<file path="config.mk">
export PLATFORM = sky130hd
export DESIGN_NAME = msg_loop
export DESIGN_NICKNAME = d
export VERILOG_FILES = /design/src/rtl/msg_loop_pkg.sv /design/src/rtl/msg_loop_uart_rx.sv /design/src/rtl/msg_loop.sv
export SDC_FILE = /design/constraint.sdc
export NUM_CORES = 2
export LEC_CHECK = 0
export CAP_MARGIN = 20
export CORE_ASPECT_RATIO = 0.6
export CORE_UTILIZATION = 57
export DETAILED_ROUTE_END_ITERATION = 12
export PLACE_DENSITY = 0.72
export SETUP_SLACK_MARGIN = 0.5
export SLEW_MARGIN = 15
export SYNTH_ARGS = -nofsm -noshare
export SYNTH_HDL_FRONTEND = slang
export SYNTH_SLANG_ARGS = --single-unit
</file>
<file path="constraint.sdc">
create_clock -name sysclk -period 17 [get_ports sysclk]
set_input_delay 3.4 -clock sysclk [delete_from_list [all_inputs] [get_ports sysclk]]
set_output_delay 3.4 -clock sysclk [all_outputs]
set_load 0.005 [all_outputs]
</file>
<file path="src/rtl/msg_loop_pkg.sv">
// msg_loop_pkg: shared FSM encodings, default backspace code and 8N1 frame constants
package msg_loop_pkg;
  localparam logic [1:0] ST_IDLE  = 2'd0;
  localparam logic [1:0] ST_FETCH = 2'd1;
  localparam logic [1:0] ST_SEND  = 2'd2;
  localparam logic [1:0] ST_GAP   = 2'd3;
  localparam logic [1:0] RX_IDLE  = 2'd0;
  localparam logic [1:0] RX_START = 2'd1;
  localparam logic [1:0] RX_DATA  = 2'd2;
  localparam logic [1:0] RX_STOP  = 2'd3;
  localparam logic [7:0] BS_DEFAULT      = 8'h08;
  localparam int         FRAME_DATA_BITS = 8;
  localparam logic       FRAME_START     = 1'b0;
  localparam logic       FRAME_STOP      = 1'b1;
  localparam logic       LINE_IDLE       = 1'b1;
endpackage

</file>
<file path="src/rtl/msg_loop_uart_rx.sv">
// uart_rx: 8N1-style serial receiver with mid-bit sampling
//   sysclk, reset_n : clock, async active-low reset
//   i_rx            : already-synchronised serial input, idle high
//   o_valid         : one-cycle pulse, o_data holds a frame with a good stop bit
//   o_frame_err     : one-cycle pulse, frame discarded because stop bit was 0
//   o_data          : received character, LSB first on the line
module uart_rx
  import msg_loop_pkg::*;
#(
  parameter int DATA_W       = FRAME_DATA_BITS,
  parameter int CLKS_PER_BIT = 16
) (
  input  logic              sysclk,
  input  logic              reset_n,
  input  logic              i_rx,
  output logic              o_valid,
  output logic              o_frame_err,
  output logic [DATA_W-1:0] o_data
);
  localparam int CNT_W = $clog2(CLKS_PER_BIT) + 1;
  localparam int BIT_W = $clog2(DATA_W) + 1;
  logic [1:0]        r_state;
  logic [CNT_W-1:0]  r_cnt;
  logic [BIT_W-1:0]  r_bit;
  logic              r_prev, r_valid, r_ferr;
  logic [DATA_W-1:0] r_data;
  logic [CNT_W-1:0]  w_lim;
  // the start bit is re-checked after half a bit, every later sample one full bit on
  assign w_lim = (r_state == RX_START) ? CNT_W'(CLKS_PER_BIT / 2 - 1) : CNT_W'(CLKS_PER_BIT - 1);
  always_ff @(posedge sysclk or negedge reset_n) begin
    if (!reset_n) begin
      r_state <= RX_IDLE;
      r_cnt   <= '0;
      r_bit   <= '0;
      r_prev  <= 1'b1;
      r_valid <= 1'b0;
      r_ferr  <= 1'b0;
      r_data  <= '0;
    end else begin
      r_prev  <= i_rx;
      r_valid <= 1'b0;
      r_ferr  <= 1'b0;
      if (r_state == RX_IDLE) begin
        if (r_prev && !i_rx) begin
          r_state <= RX_START;
          r_cnt   <= '0;
        end
      end else if (r_cnt != w_lim) begin
        r_cnt <= r_cnt + 1'b1;
      end else begin
        r_cnt <= '0;
        if (r_state == RX_START) begin
          r_state <= i_rx ? RX_IDLE : RX_DATA;
          r_bit   <= '0;
        end else if (r_state == RX_DATA) begin
          r_data <= {i_rx, r_data[DATA_W-1:1]};
          r_bit  <= r_bit + 1'b1;
          if (r_bit == BIT_W'(DATA_W - 1)) r_state <= RX_STOP;
        end else begin
          r_valid <= i_rx;
          r_ferr  <= !i_rx;
          r_state <= RX_IDLE;
        end
      end
    end
  end
  assign o_valid     = r_valid;
  assign o_frame_err = r_ferr;
  assign o_data      = r_data;
endmodule

</file>
<file path="src/rtl/msg_loop.sv">
// msg_loop: stores received serial characters (with backspace) and replays them on play
//   sysclk, reset_n : clock, async active-low reset
//   rx / tx         : serial in / out, idle high; tx echoes rx while idle if ECHO
//   play, clear     : single-cycle replay request / empty-message request
//   busy            : playback in progress
//   count           : number of stored characters
//   overflow        : sticky, a character was dropped at MAX_LEN
module msg_loop
  import msg_loop_pkg::*;
#(
  parameter int              DATA_W       = FRAME_DATA_BITS,
  parameter int              DEPTH        = 256,
  parameter int              MAX_LEN      = 160,
  parameter int              CLKS_PER_BIT = 10417,
  parameter logic [DATA_W-1:0] BS_CODE    = DATA_W'(BS_DEFAULT),
  parameter int              ECHO         = 1,
  parameter int              GAP_BITS     = 2
) (
  input  logic                     sysclk,
  input  logic                     reset_n,
  input  logic                     rx,
  input  logic                     play,
  input  logic                     clear,
  output logic                     tx,
  output logic                     busy,
  output logic [$clog2(DEPTH):0]   count,
  output logic                     overflow
);
  localparam int ADDR_W = $clog2(DEPTH);
  localparam int CNT_W  = $clog2(CLKS_PER_BIT) + 1;
  localparam int BIT_W  = $clog2(DATA_W + GAP_BITS + 2) + 1;
  localparam logic [ADDR_W:0] LEN = (ADDR_W + 1)'(MAX_LEN);
  logic              r_rx_m, r_rx_s, r_overflow;
  logic [1:0]        r_state;
  logic [ADDR_W:0]   r_count, r_rd_ptr;
  logic [DATA_W+1:0] r_sh;
  logic [CNT_W-1:0]  r_tick;
  logic [BIT_W-1:0]  r_bit;
  logic [DATA_W-1:0] mem [DEPTH];
  logic              w_valid, w_ferr, w_store, w_bs, w_wr, w_tick_end;
  logic [DATA_W-1:0] w_rx_data;
  uart_rx #(.DATA_W(DATA_W), .CLKS_PER_BIT(CLKS_PER_BIT)) u_rx (
    .sysclk(sysclk), .reset_n(reset_n), .i_rx(r_rx_s),
    .o_valid(w_valid), .o_frame_err(w_ferr), .o_data(w_rx_data)
  );
  // characters arriving during playback or under clear are dropped
  assign w_store    = w_valid && !w_ferr && r_state == ST_IDLE && !clear;
  assign w_bs       = w_rx_data == BS_CODE;
  assign w_wr       = w_store && !w_bs && r_count < LEN;
  assign w_tick_end = r_tick == CNT_W'(CLKS_PER_BIT - 1);
  always_ff @(posedge sysclk) begin
    if (w_wr) mem[r_count[ADDR_W-1:0]] <= w_rx_data;
  end
  always_ff @(posedge sysclk or negedge reset_n) begin
    if (!reset_n) begin
      r_rx_m     <= 1'b1;
      r_rx_s     <= 1'b1;
      r_state    <= ST_IDLE;
      r_count    <= '0;
      r_rd_ptr   <= '0;
      r_overflow <= 1'b0;
      r_sh       <= '1;
      r_tick     <= '0;
      r_bit      <= '0;
    end else begin
      r_rx_m <= rx;
      r_rx_s <= r_rx_m;
      if (clear) begin
        r_state    <= ST_IDLE;
        r_count    <= '0;
        r_overflow <= 1'b0;
      end else begin
        if (w_store) begin
          if (w_bs) begin
            if (r_count != '0) r_count <= r_count - 1'b1;
          end else if (r_count < LEN) r_count <= r_count + 1'b1;
          else r_overflow <= 1'b1;
        end
        if (r_state == ST_IDLE) begin
          if (play && r_count != '0) begin
            r_state  <= ST_FETCH;
            r_rd_ptr <= '0;
          end
        end else if (r_state == ST_FETCH) begin
          // synchronous read straight into the outgoing frame
          r_sh    <= {FRAME_STOP, mem[r_rd_ptr[ADDR_W-1:0]], FRAME_START};
          r_tick  <= '0;
          r_bit   <= '0;
          r_state <= ST_SEND;
        end else if (!w_tick_end) begin
          r_tick <= r_tick + 1'b1;
        end else begin
          r_tick <= '0;
          r_sh   <= {LINE_IDLE, r_sh[DATA_W+1:1]};
          r_bit  <= r_bit + 1'b1;
          if (r_state == ST_SEND && r_bit == BIT_W'(DATA_W + 1)) begin
            r_state <= ST_GAP;
            r_bit   <= '0;
          end else if (r_state == ST_GAP && r_bit == BIT_W'(GAP_BITS - 1)) begin
            r_bit    <= '0;
            r_rd_ptr <= r_rd_ptr + 1'b1;
            r_state  <= (r_rd_ptr + 1'b1 == r_count) ? ST_IDLE : ST_FETCH;
          end
        end
      end
    end
  end
  // clear forces the line idle in the same cycle it is asserted
  assign tx = clear ? LINE_IDLE :
              r_state == ST_SEND ? r_sh[0] :
              (r_state == ST_IDLE && ECHO != 0) ? r_rx_s : LINE_IDLE;
  assign busy     = r_state != ST_IDLE;
  assign count    = r_count;
  assign overflow = r_overflow;
endmodule

</file>
==> impl_metrics.py <==
metrics = {
    "run_status": {
        "status": "completed",
    },
    "setup_path": {
        "reg2reg_to": "r_sh[7]",
        "required_ps": 13600,
        "crit-reg2reg-launch": "r_rd_ptr[0]",
        "ff2ff_setup_slack_ps": 11540,
        "critPathLaunchType": "input pin",
        "reg2regPathDepth": 10,
        "crit_fanout": 20,
        "worstPathArrival_ps": 5110,
        "crit_type": "in2out",
        "cp-end-kind": "output pin",
    },
    "route": {
        "dr.first_iter.drc_count": 5706,
        "vias": 40900,
        "wire_per_inst_um": 26.9,
        "routed_wl_um": 183000,
        "ant_nets": 0,
        "dr.pass1.iters": 6,
        "vias_per_cell": 6.04,
        "drc": 0,
    },
    "placement": {
        "placed_cell_area_um2": 88500,
        "gp_congestion": 0.879,
        "io_buffers": 16,
        "dp_hpwl_um": 109000,
    },
    "floorplan": {
        "dieArea_um2": 148000,
        "rows": 108,
        "io_pins": 17,
        "core_um2": 145000,
        "die_w_um": 496,
        "start_util_pct": 57.6,
        "die_h_um": 298,
    },
    "timing": {
        "fmax_mhz": 118,
        "worst_slew_pin_slew_ps": 1360,
        "relSlewSlack_pct": 9.03,
        "min_period_ps": 8510,
        "layout_worst_path_cycle_share_pct": 50.0,
        "finClkSkew_ps": 24.4,
        "maxSlewViolCount": 0,
        "tns_ps": 0,
        "setup_viol_count_final": 0,
        "rsz0062_at_grt": "false",
        "hold_violations": 0,
    },
    "synth": {
        "synth_cell_types": 65,
        "synthCells": 3887,
        "yosysWarningCount": 0,
        "syn_area_per_cell_um2": 21.5,
        "synth_edf_count": 2048,
        "async_flop_share_pct": 3.94,
        "ys_seq_area_share_pct": 76.2,
        "synth_ff_type": "edfxtp_1",
        "synth_area_um2": 83500,
        "yosys_register_bits": 2132,
    },
    "clocking": {
        "clock-root-buffer": "clkbuf_16",
        "hold_buffers": 0,
        "cts.sinks": 2132,
        "cts_max_path_buffers": 3,
        "clock_latency_ps": 800,
        "cts.reportedPaths.clkPinSlew_ps": 60,
        "post_cts_buffers": 0,
        "cts_resized": 0,
        "htreeDepth": 4,
        "cts_tree": "done",
        "cts_buffers": 181,
    },
    "worst_hold_path": {
        "whs_path_depth": 0,
        "min_to": "r_rx_s",
        "min_from": "r_rx_m",
        "min_path_type": "reg2reg",
    },
    "pwr": {
        "vdd_ir_drop_max_mv": 0.100,
        "leakage_nw": 34.8,
        "p_per_area_nw_per_um2": 115,
    },
    "finish": {
        "nets": 4734,
        "utilization_pct": 65.1,
        "final_cell_mix": "edfxtp_1, conb_1, mux4_2, nor2_1, clkbuf_16",
        "final_common_cell": "edfxtp_1",
        "drive_above_1_share_pct": 19.9,
        "stdcell_area_um2": 94500,
        "area_growth_syn_to_layout_pct": 13.2,
    },
    "global_routing": {
        "grt_usage_pct": 25.2,
        "grt_pass1_vias": 39400,
        "grt_antenna_before_repair": 12,
        "grt_pass1_wl_um": 267000,
        "grt_max_degree": 185,
        "global_route.overflow_total": 0,
    },
    "job": {
        "maxCapViolCount": 0,
    },
}
[sequential cells by signal, summed over array words and instances, names as in the netlist, 2 cells and up]
| signal | cells |
|---|---|
| count | 9 |
| mem | 2048 |
| r_bit | 5 |
| r_rd_ptr | 9 |
| r_sh | 9 |
| r_state | 2 |
| r_tick | 15 |
| u_rx.o_data | 8 |
| u_rx.r_bit | 4 |
| u_rx.r_cnt | 15 |
| u_rx.r_state | 2 |
[layer usage]
layer | up-vias | part of all wire [%] | GRT usage [%]
li1 | 17100 | - | -
met1 | 21200 | 43 | 40.5
met2 | 2317 | 41 | 32.8
met3 | 273 | 14 | 8.79
met4 | 8 | 2.2 | 6.22
met5 | - | 0.12 | 0.857
[kinds of logic after synthesis]
logic type,after synthesis,synth area share (%)
flops,2132,76.2
other cells,1,0.00449
mux,665,16.8
xor+xnor,24,0.252
simple gates,538,2.94
buf+inv,225,1.36
compound gates,284,2.20
fa+ha+maj,18,0.279
[where the power goes]
part	switching (mW)	internal, mW	leakage (nW)
Combinational	0.501	0.290	7.72
Clock	1.85	2.33	2.87
Sequential	0.0813	5.77	24.2
Total	2.43	8.39	34.8
[cell type report]
type,count,area [um2]
Sequential cell,2132,63700
Fill cell,9576,50500
Multi-Input combinational cell,2297,21600
Clock buffer,232,4900
Tap cell,1925,2410
Clock inverter,97,1000
Timing Repair Buffer,84,788
Inverter,15,56.3
Antenna cell,1,2.50
[worst max-delay path by stage]
| stage | slack [ps] | startpoint | endpoint | depth (start not counted) |
|---|---|---|---|---|
| global route | 8400 | clear | tx | 4 |
| global placement | 8480 | clear | tx | 4 |
| CTS | 8520 | clear | tx | 4 |
| floorplan | 9510 | clear | tx | 4 |
| finish | 8490 | clear | tx | 4 |
| detailed placement | 8500 | clear | tx | 4 |
[worst max-delay path: stages]
cell,delay (ps)
clkdlybuf4s50_1,940
nor2_1,110
o211ai_1,130
clkdlybuf4s50_1,530
[through the flow]
| step | instances | total power [mW] | worst slack, ps | hold slack [ps] |
|---|---|---|---|---|
| after floorplan | 4654 | 6.46 | 9510 | 345 |
| after global placement | 6451 | 6.73 | 8480 | 345 |
| final | 6783 | 10.8 | 8490 | 356 |
| after global routing | 6783 | 11.1 | 8400 | 358 |
| after CTS | 6780 | 10.9 | 8520 | 357 |
| after detailed placement | 6451 | 6.74 | 8500 | 348 |
[synthesized netlist by cell type (all sizes together) (5+ instances only)]
master   number  area (um2)
nor3         15        75.1
a2111oi      14         123
nand3b        6        45.0
or2           7        43.8
nand2       110         413
xnor2        17         149
nand4        10        62.6
o2111ai       9        78.8
and3         20         125
xor2          7        61.3
a22oi        24         180
o21ai        84         420
nor2        249         935
buf         124         757
o211ai       21         158
mux4        584       13200
mux2         17         191
edfxtp     2048       61500
nor2b        35         219
o22ai        16         100
a211oi       11        82.6
a31oi         9        56.3
ha           17         213
a21o          5        37.5
nand2b       13        81.3
and2          7        43.8
nor4         10        62.6
dfrtp        72        1800
mux2i        64         641
dfstp        12         315
inv          15        56.3
o31ai        17         128
clkbuf       86         323
o22a          7        61.3
a21oi        45         225
nand3        37         190
No activity file was read; power rests on OpenSTA's default activity.
